[config.mk]
export PLATFORM = sky130hd
export DESIGN_NAME = bus_arbiter
export DESIGN_NICKNAME = d
export VERILOG_FILES = /design/src/rtl/bus_arbiter_pkg.sv /design/src/rtl/bus_arbiter_rr_arbiter.sv /design/src/rtl/bus_arbiter.sv
export SDC_FILE = /design/constraint.sdc
export NUM_CORES = 1
export LEC_CHECK = 0
export ABC_AREA = 1
export CAP_MARGIN = 20
export CORE_AREA = 2 2 193 195
export DETAILED_ROUTE_END_ITERATION = 6
export DIE_AREA = 0 0 195 197
export MAX_ROUTING_LAYER = met4
export PLACE_DENSITY = 0.48
export SYNTH_ARGS = -nofsm -noshare
export SYNTH_HDL_FRONTEND = slang
export SYNTH_SLANG_ARGS = --single-unit
export TNS_END_PERCENT = 1
[constraint.sdc]
create_clock -name clk -period 2.3 [get_ports clk]
set_input_delay 0.46 -clock clk [delete_from_list [all_inputs] [get_ports clk]]
set_output_delay 0.46 -clock clk [all_outputs]
set_load 0.01 [all_outputs]
[src/rtl/bus_arbiter_pkg.sv]
// Shared types and constants for the Sysbus arbiter: FSM states, requester
// indices and the fields of the bus request tag.
package bus_arbiter_pkg;

    typedef enum logic [1:0] {
        BUS_IDLE  = 2'd0,
        BUS_ADDR  = 2'd1,
        BUS_WDATA = 2'd2,
        BUS_RDATA = 2'd3
    } bus_state_e;

    localparam int REQ_IFETCH = 0;
    localparam int REQ_DREAD  = 1;
    localparam int REQ_DWRITE = 2;

    // Tag layout: {~write, device, owner index}
    localparam int          TAG_RW_BIT     = 12;
    localparam int          TAG_OWNER_BITS = 8;
    localparam logic [3:0]  TAG_DEV_MEMORY = 4'b0001;

    // 8 beats of 8 bytes in the default configuration
    localparam int BLOCK_OFFSET_BITS = 6;

    function automatic int rr_slot(input int base, input int offset, input int n);
        return (base + offset) % n;
    endfunction

endpackage

[src/rtl/bus_arbiter_rr_arbiter.sv]
// Combinational round-robin pick: first set request at or after the rr pointer,
// wrapping modulo NUM_REQ.
module rr_arbiter
    import bus_arbiter_pkg::*;
#(
    parameter int NUM_REQ = 3,
    parameter int IDX_W   = $clog2(NUM_REQ)
) (
    input  logic [NUM_REQ-1:0] req_i,
    input  logic [IDX_W-1:0]   rr_i,
    output logic [NUM_REQ-1:0] grant_o,
    output logic [IDX_W-1:0]   idx_o,
    output logic               valid_o
);

    logic [IDX_W-1:0] slot;

    // Walk from the farthest slot back to rr so the closest request wins last.
    always_comb begin
        grant_o = '0;
        idx_o   = '0;
        valid_o = 1'b0;
        slot    = '0;
        for (int i = NUM_REQ - 1; i >= 0; i--) begin
            slot = IDX_W'(rr_slot(int'(rr_i), i, NUM_REQ));
            if (req_i[slot]) begin
                grant_o       = '0;
                grant_o[slot] = 1'b1;
                idx_o         = slot;
                valid_o       = 1'b1;
            end
        end
    end

endmodule

[src/rtl/bus_arbiter.sv]
// Sysbus arbiter: serialises block fills/writebacks from the ifetch, data-read
// and data-write requesters, one outstanding transaction, round-robin order.
//
// state     | meaning
// IDLE      | no transaction; arbitrate among req_valid
// ADDR      | address beat on the bus, waiting for bus_reqack
// WDATA     | streaming BEATS write beats from wr_data
// RDATA     | collecting BEATS response beats tagged for the owner
module bus_arbiter
    import bus_arbiter_pkg::*;
#(
    parameter int BUS_DATA_WIDTH = 64,
    parameter int BUS_TAG_WIDTH  = 13,
    parameter int BEATS          = 8,
    parameter int NUM_REQ        = 3
) (
    input  logic                                    clk,
    input  logic                                    reset,
    input  logic [NUM_REQ-1:0]                      req_valid,
    input  logic [NUM_REQ-1:0][BUS_DATA_WIDTH-1:0]  req_addr,
    input  logic [NUM_REQ-1:0]                      req_write,
    output logic [NUM_REQ-1:0]                      req_grant,
    output logic [NUM_REQ-1:0]                      busy,
    input  logic [BUS_DATA_WIDTH-1:0]               wr_data,
    output logic                                    wr_data_ready,
    output logic                                    wr_done,
    output logic [NUM_REQ-1:0]                      rd_valid,
    output logic [BUS_DATA_WIDTH-1:0]               rd_data,
    output logic [$clog2(BEATS)-1:0]                rd_beat,
    output logic                                    rd_last,
    output logic                                    bus_reqcyc,
    output logic [BUS_DATA_WIDTH-1:0]               bus_req,
    output logic [BUS_TAG_WIDTH-1:0]                bus_reqtag,
    input  logic                                    bus_reqack,
    input  logic                                    bus_respcyc,
    input  logic [BUS_DATA_WIDTH-1:0]               bus_resp,
    input  logic [BUS_TAG_WIDTH-1:0]                bus_resptag,
    output logic                                    bus_respack
);

    localparam int IDX_W    = $clog2(NUM_REQ);
    localparam int BEAT_W   = $clog2(BEATS);
    localparam int OFF_BITS = $clog2(BEATS * 8);
    localparam logic [BUS_DATA_WIDTH-1:0] BASE_MASK = {BUS_DATA_WIDTH{1'b1}} << OFF_BITS;

    bus_state_e                state_q, state_d;
    logic [IDX_W-1:0]          rr_q, rr_d;
    logic [IDX_W-1:0]          owner_q, owner_d;
    logic [BUS_DATA_WIDTH-1:0] addr_q, addr_d;
    logic                      write_q, write_d;
    logic [BEAT_W-1:0]         beat_q, beat_d;
    logic [NUM_REQ-1:0]        busy_q, busy_d;

    logic [NUM_REQ-1:0]        pick_onehot;
    logic [IDX_W-1:0]          pick_idx;
    logic                      pick_valid;

    logic [NUM_REQ-1:0]        owner_onehot;
    logic [TAG_OWNER_BITS-1:0] owner_ext;
    logic [IDX_W-1:0]          owner_next;
    logic [BUS_TAG_WIDTH-1:0]  tag;
    logic                      last_beat;
    logic                      rd_hit;
    logic                      unused_tag_bits;

    rr_arbiter #(
        .NUM_REQ (NUM_REQ),
        .IDX_W   (IDX_W)
    ) u_rr_arbiter (
        .req_i   (req_valid),
        .rr_i    (rr_q),
        .grant_o (pick_onehot),
        .idx_o   (pick_idx),
        .valid_o (pick_valid)
    );

    assign owner_onehot = NUM_REQ'(1) << owner_q;
    assign owner_ext    = {{(TAG_OWNER_BITS - IDX_W){1'b0}}, owner_q};
    assign owner_next   = (owner_q == IDX_W'(NUM_REQ - 1)) ? '0 : owner_q + IDX_W'(1);
    assign last_beat    = (beat_q == BEAT_W'(BEATS - 1));
    assign rd_hit       = (state_q == BUS_RDATA) && bus_respcyc
                          && (bus_resptag[TAG_OWNER_BITS-1:0] == owner_ext);
    assign unused_tag_bits = ^bus_resptag[BUS_TAG_WIDTH-1:TAG_OWNER_BITS];

    always_comb begin
        tag                              = '0;
        tag[TAG_OWNER_BITS-1:0]          = owner_ext;
        tag[TAG_RW_BIT-1 -: 4]           = TAG_DEV_MEMORY;
        tag[TAG_RW_BIT]                  = ~write_q;
    end

    always_comb begin
        state_d = state_q;
        rr_d    = rr_q;
        owner_d = owner_q;
        addr_d  = addr_q;
        write_d = write_q;
        beat_d  = beat_q;
        busy_d  = busy_q;
        case (state_q)
            BUS_IDLE: begin
                if (pick_valid) begin
                    owner_d = pick_idx;
                    addr_d  = req_addr[pick_idx];
                    write_d = req_write[pick_idx];
                    busy_d  = busy_q | pick_onehot;
                    beat_d  = '0;
                    state_d = BUS_ADDR;
                end
            end
            BUS_ADDR: begin
                if (bus_reqack) begin
                    state_d = write_q ? BUS_WDATA : BUS_RDATA;
                end
            end
            BUS_WDATA: begin
                beat_d = beat_q + BEAT_W'(1);
                if (last_beat) begin
                    state_d = BUS_IDLE;
                    busy_d  = busy_q & ~owner_onehot;
                    rr_d    = owner_next;
                end
            end
            BUS_RDATA: begin
                // Beats for other tags are acked but neither counted nor forwarded.
                if (rd_hit) begin
                    beat_d = beat_q + BEAT_W'(1);
                    if (last_beat) begin
                        state_d = BUS_IDLE;
                        busy_d  = busy_q & ~owner_onehot;
                        rr_d    = owner_next;
                    end
                end
            end
            default: state_d = BUS_IDLE;
        endcase
    end

    always_ff @(posedge clk or negedge reset) begin
        if (!reset) begin
            state_q <= BUS_IDLE;
            rr_q    <= '0;
            owner_q <= '0;
            addr_q  <= '0;
            write_q <= 1'b0;
            beat_q  <= '0;
            busy_q  <= '0;
        end else begin
            state_q <= state_d;
            rr_q    <= rr_d;
            owner_q <= owner_d;
            addr_q  <= addr_d;
            write_q <= write_d;
            beat_q  <= beat_d;
            busy_q  <= busy_d;
        end
    end

    assign busy          = busy_q;
    assign req_grant     = (state_q == BUS_ADDR && bus_reqack) ? owner_onehot : '0;
    assign bus_reqcyc    = (state_q == BUS_ADDR) || (state_q == BUS_WDATA);
    assign bus_req       = (state_q == BUS_ADDR)  ? (addr_q & BASE_MASK) :
                           (state_q == BUS_WDATA) ? wr_data : '0;
    assign bus_reqtag    = bus_reqcyc ? tag : '0;
    assign wr_data_ready = (state_q == BUS_WDATA);
    assign wr_done       = (state_q == BUS_WDATA) && last_beat;
    // Every response beat is acked in any state, but never while reset is held.
    assign bus_respack   = reset && bus_respcyc;
    assign rd_valid      = rd_hit ? owner_onehot : '0;
    assign rd_data       = rd_hit ? bus_resp : '0;
    assign rd_beat       = rd_hit ? beat_q : '0;
    assign rd_last       = rd_hit && last_beat;

endmodule

==> results.cfg <==
[run_status]
outcome = finished, violations left
violations = setup timing

[worst_setup_path]
crit_top_cell = nor2_1
critPathCaptureType = output port
cpPeakStageDelay_ns = 0.41
cp_max_fo = 45
r2r_slack_ns = 0.18
cp_slowest_cell = clkdlybuf4s50_1
critPathBufInv = 3
start_kind = input pin
cp_top_family = buffers and inverters
arrival_ns = 1.95
crit_type = in -> out
required_ns = 1.84
cp_cell_sequence = clkdlybuf4s50_1, nor2_2, nand3b_1, nor2_1, nand2_2, buf_12, nor2_1, clkdlybuf4s15_2

[global_route]
grt_pass1_vias = 8982
grt_use_total_pct = 18.4
grt_pass1_wl_mm = 52.3
grt_max_degree = 72
overflow = 0
antenna_found_initial = 1

[synth]
netlist_area_um2 = 6560
syn_inst = 1160
yosysWarnings = 0
avgSynthCellArea_um2 = 5.66
synth_seq_cells = 71
ys_types = 27
yosysSeqAreaShare_pct = 27.1

[route]
first_iter_violations = 271
routed_wl_mm = 35.2
vias_per_cell = 4.19
wl_met1_mm = 14.0
route.met3.wl_mm = 2.50
wl_met2_mm = 17.9
wire_per_inst_um = 16.6
top_layer = met4
drc = 0
vias = 8877
dr.pass1.iters = 6
ant_nets = 0

[floorplanning]
die_area_um2 = 38400
coreArea_um2 = 36300
die_h_um = 197
row_count = 70
die_x_um = 195
pin_count = 501
start_util_pct = 18.1

[placement]
dpl.hpwl_mm = 27.7
port_buffers = 468
placed_area_um2 = 12300
place_congestion = 0.872

[clocking]
clock_latency_ns = 0.35
cts_tree = yes
cts_num_sinks = 71
clockRootBuffer = clkbuf_16
clk_pin_slew_ns = 0.07
cts_buffer_depth = 2
cts_buffers = 9
cts.htree.levels = 3

[timing]
layout_min_cycle_time_ns = 2.41
clock_skew_ns = 0.0160
layout_setup_ws_ns = -0.110
drv_slew = 0
finalSetupTns_ns = -0.207
setup_viol = 3
grt_setup_unrepaired = true
fmax_ghz = 0.415
fin_crit_sh_pct = 105
hold_violations = 0

[final_layout]
layout_commonest_cell = clkdlybuf4s50_1
nFillCells = 4086
final_layout_size_suffix_gt1_share_pct = 15.4
final_cell_mix = clkdlybuf4s50_1, nand2_1, nand3_1
design_area_um2 = 12200
syn_to_final_growth_pct = 86.1
nets = 1997
final-seq-area_um2 = 1780
multi_input_area_um2 = 3590

[min_path]
holdCritPathClass = in -> async

[run]
maxCapViolCount = 0

[power_and_ir_drop]
p_per_area_nw_per_um2 = 894
ir_drop_uv = 450
p_leak_nw = 6.62
==> sequential cells by signal, summed over array words and instances, names as in the netlist <==
signal and cells:
beat_q 3, owner_q 2, state_q 2, write_q 1, addr_q 58, busy 3
rr_q 2
==> power by group <==
| group | switching, mW | total [mW] | internal (mW) | leakage, nW |
|---|---|---|---|---|
| Clock | 0.647 | 1.42 | 0.773 | 0.133 |
| Combinational | 3.96 | 7.27 | 3.31 | 5.64 |
| Sequential | 0.365 | 2.22 | 1.86 | 0.849 |
| Total | 4.97 | 10.9 | 5.94 | 6.62 |
==> worst register-to-register path: stages, from the launching register on <==
cell and delay, ns:
dfrtp_1 0.44, ha_4 0.31, inv_2 0.05, nand2_1 0.07, nand2_1 0.05, nand2_1 0.06, nand2_1 0.11, nand2_1 0.08
nand3_1 0.14, nand2_2 0.17, buf_12 0.17, nand2_1 0.08, nand3_1 0.16, nand3_1 0.09
==> worst paths after layout <==
kind,from,cells past startpoint,endpoint
setup / recovery,bus_resptag[7],8,rd_data[61]
min in group clk,addr_q[59],2,addr_q[59]
hold / removal,reset,2,addr_q[10]
max in group asynchronous,reset,2,addr_q[58]
hold reg to reg,addr_q[59],2,addr_q[59]
setup reg to reg,rr_q[1],13,addr_q[14]
==> cells by family after synthesis <==
kind of cell	share of synthesized area, %
DFF	27.1
adders and majority gates	2.10
buffers and inverters	20.1
other	0.0572
AOI/OAI and AO/OA	2.38
xor gates and xnor gates	0.267
and+or+nand+nor	48.0
==> Yosys cell counts, drive strengths merged <==
master  instances  share of area (%)
ha             11                2.1
buf            54                5.2
dfrtp          71                 27
or2             1              0.095
nand3         276                 21
o21ai           9               0.69
conb            1              0.057
nand4           1              0.095
a21oi          21                1.6
nand3b          3               0.34
a31oi           1              0.095
xor2            2               0.27
nor2          115                6.7
inv           235                 13
clkinv          1              0.057
nand2         333                 19
clkbuf         25                1.4
==> timing repair <==
item	4_1_cts	5_1_grt
setup buffers	4	0
endpoints found under the setup margin	144	166
gates resized for setup	424	84
hold buffers	0	0
gates cloned	3	0
pin swaps	3	5
==> area by class of cell <==
type | count | area share (%)
antenna | 1 | 0.0205
timing repair buffer | 543 | 41.6
sequential | 71 | 14.6
clock buffer | 11 | 1.99
multi-input combinational | 782 | 29.4
clock inverter | 5 | 0.338
inverter | 236 | 7.28
tap | 468 | 4.80
==> per-stage QoR <==
step / utilization [%] / total power [mW] / hold slack, ns / instances / setup WS [ns]
after floorplan: - / 5.51 / 0.164 / 1168 / 0.304
after global routing: 33.7 / 11.9 / 0.267 / 2117 / -0.181
final: 33.7 / 10.9 / 0.203 / 2117 / -0.110
after detailed placement: 33.9 / 9.68 / 0.483 / 2093 / -0.452
after global placement: 33.9 / 9.67 / 0.483 / 2093 / -0.425
after CTS: 34.0 / 11.3 / 0.240 / 2116 / -0.228
==> per-layer routing <==
layer / vias up / track usage (%)
li1: 4459 / -
met1: 4030 / 20.6
met2: 356 / 32.9
met3: 32 / 4.12
met4: 0 / 5.03
met5: - / -
Power figures use the tool's default switching activity.
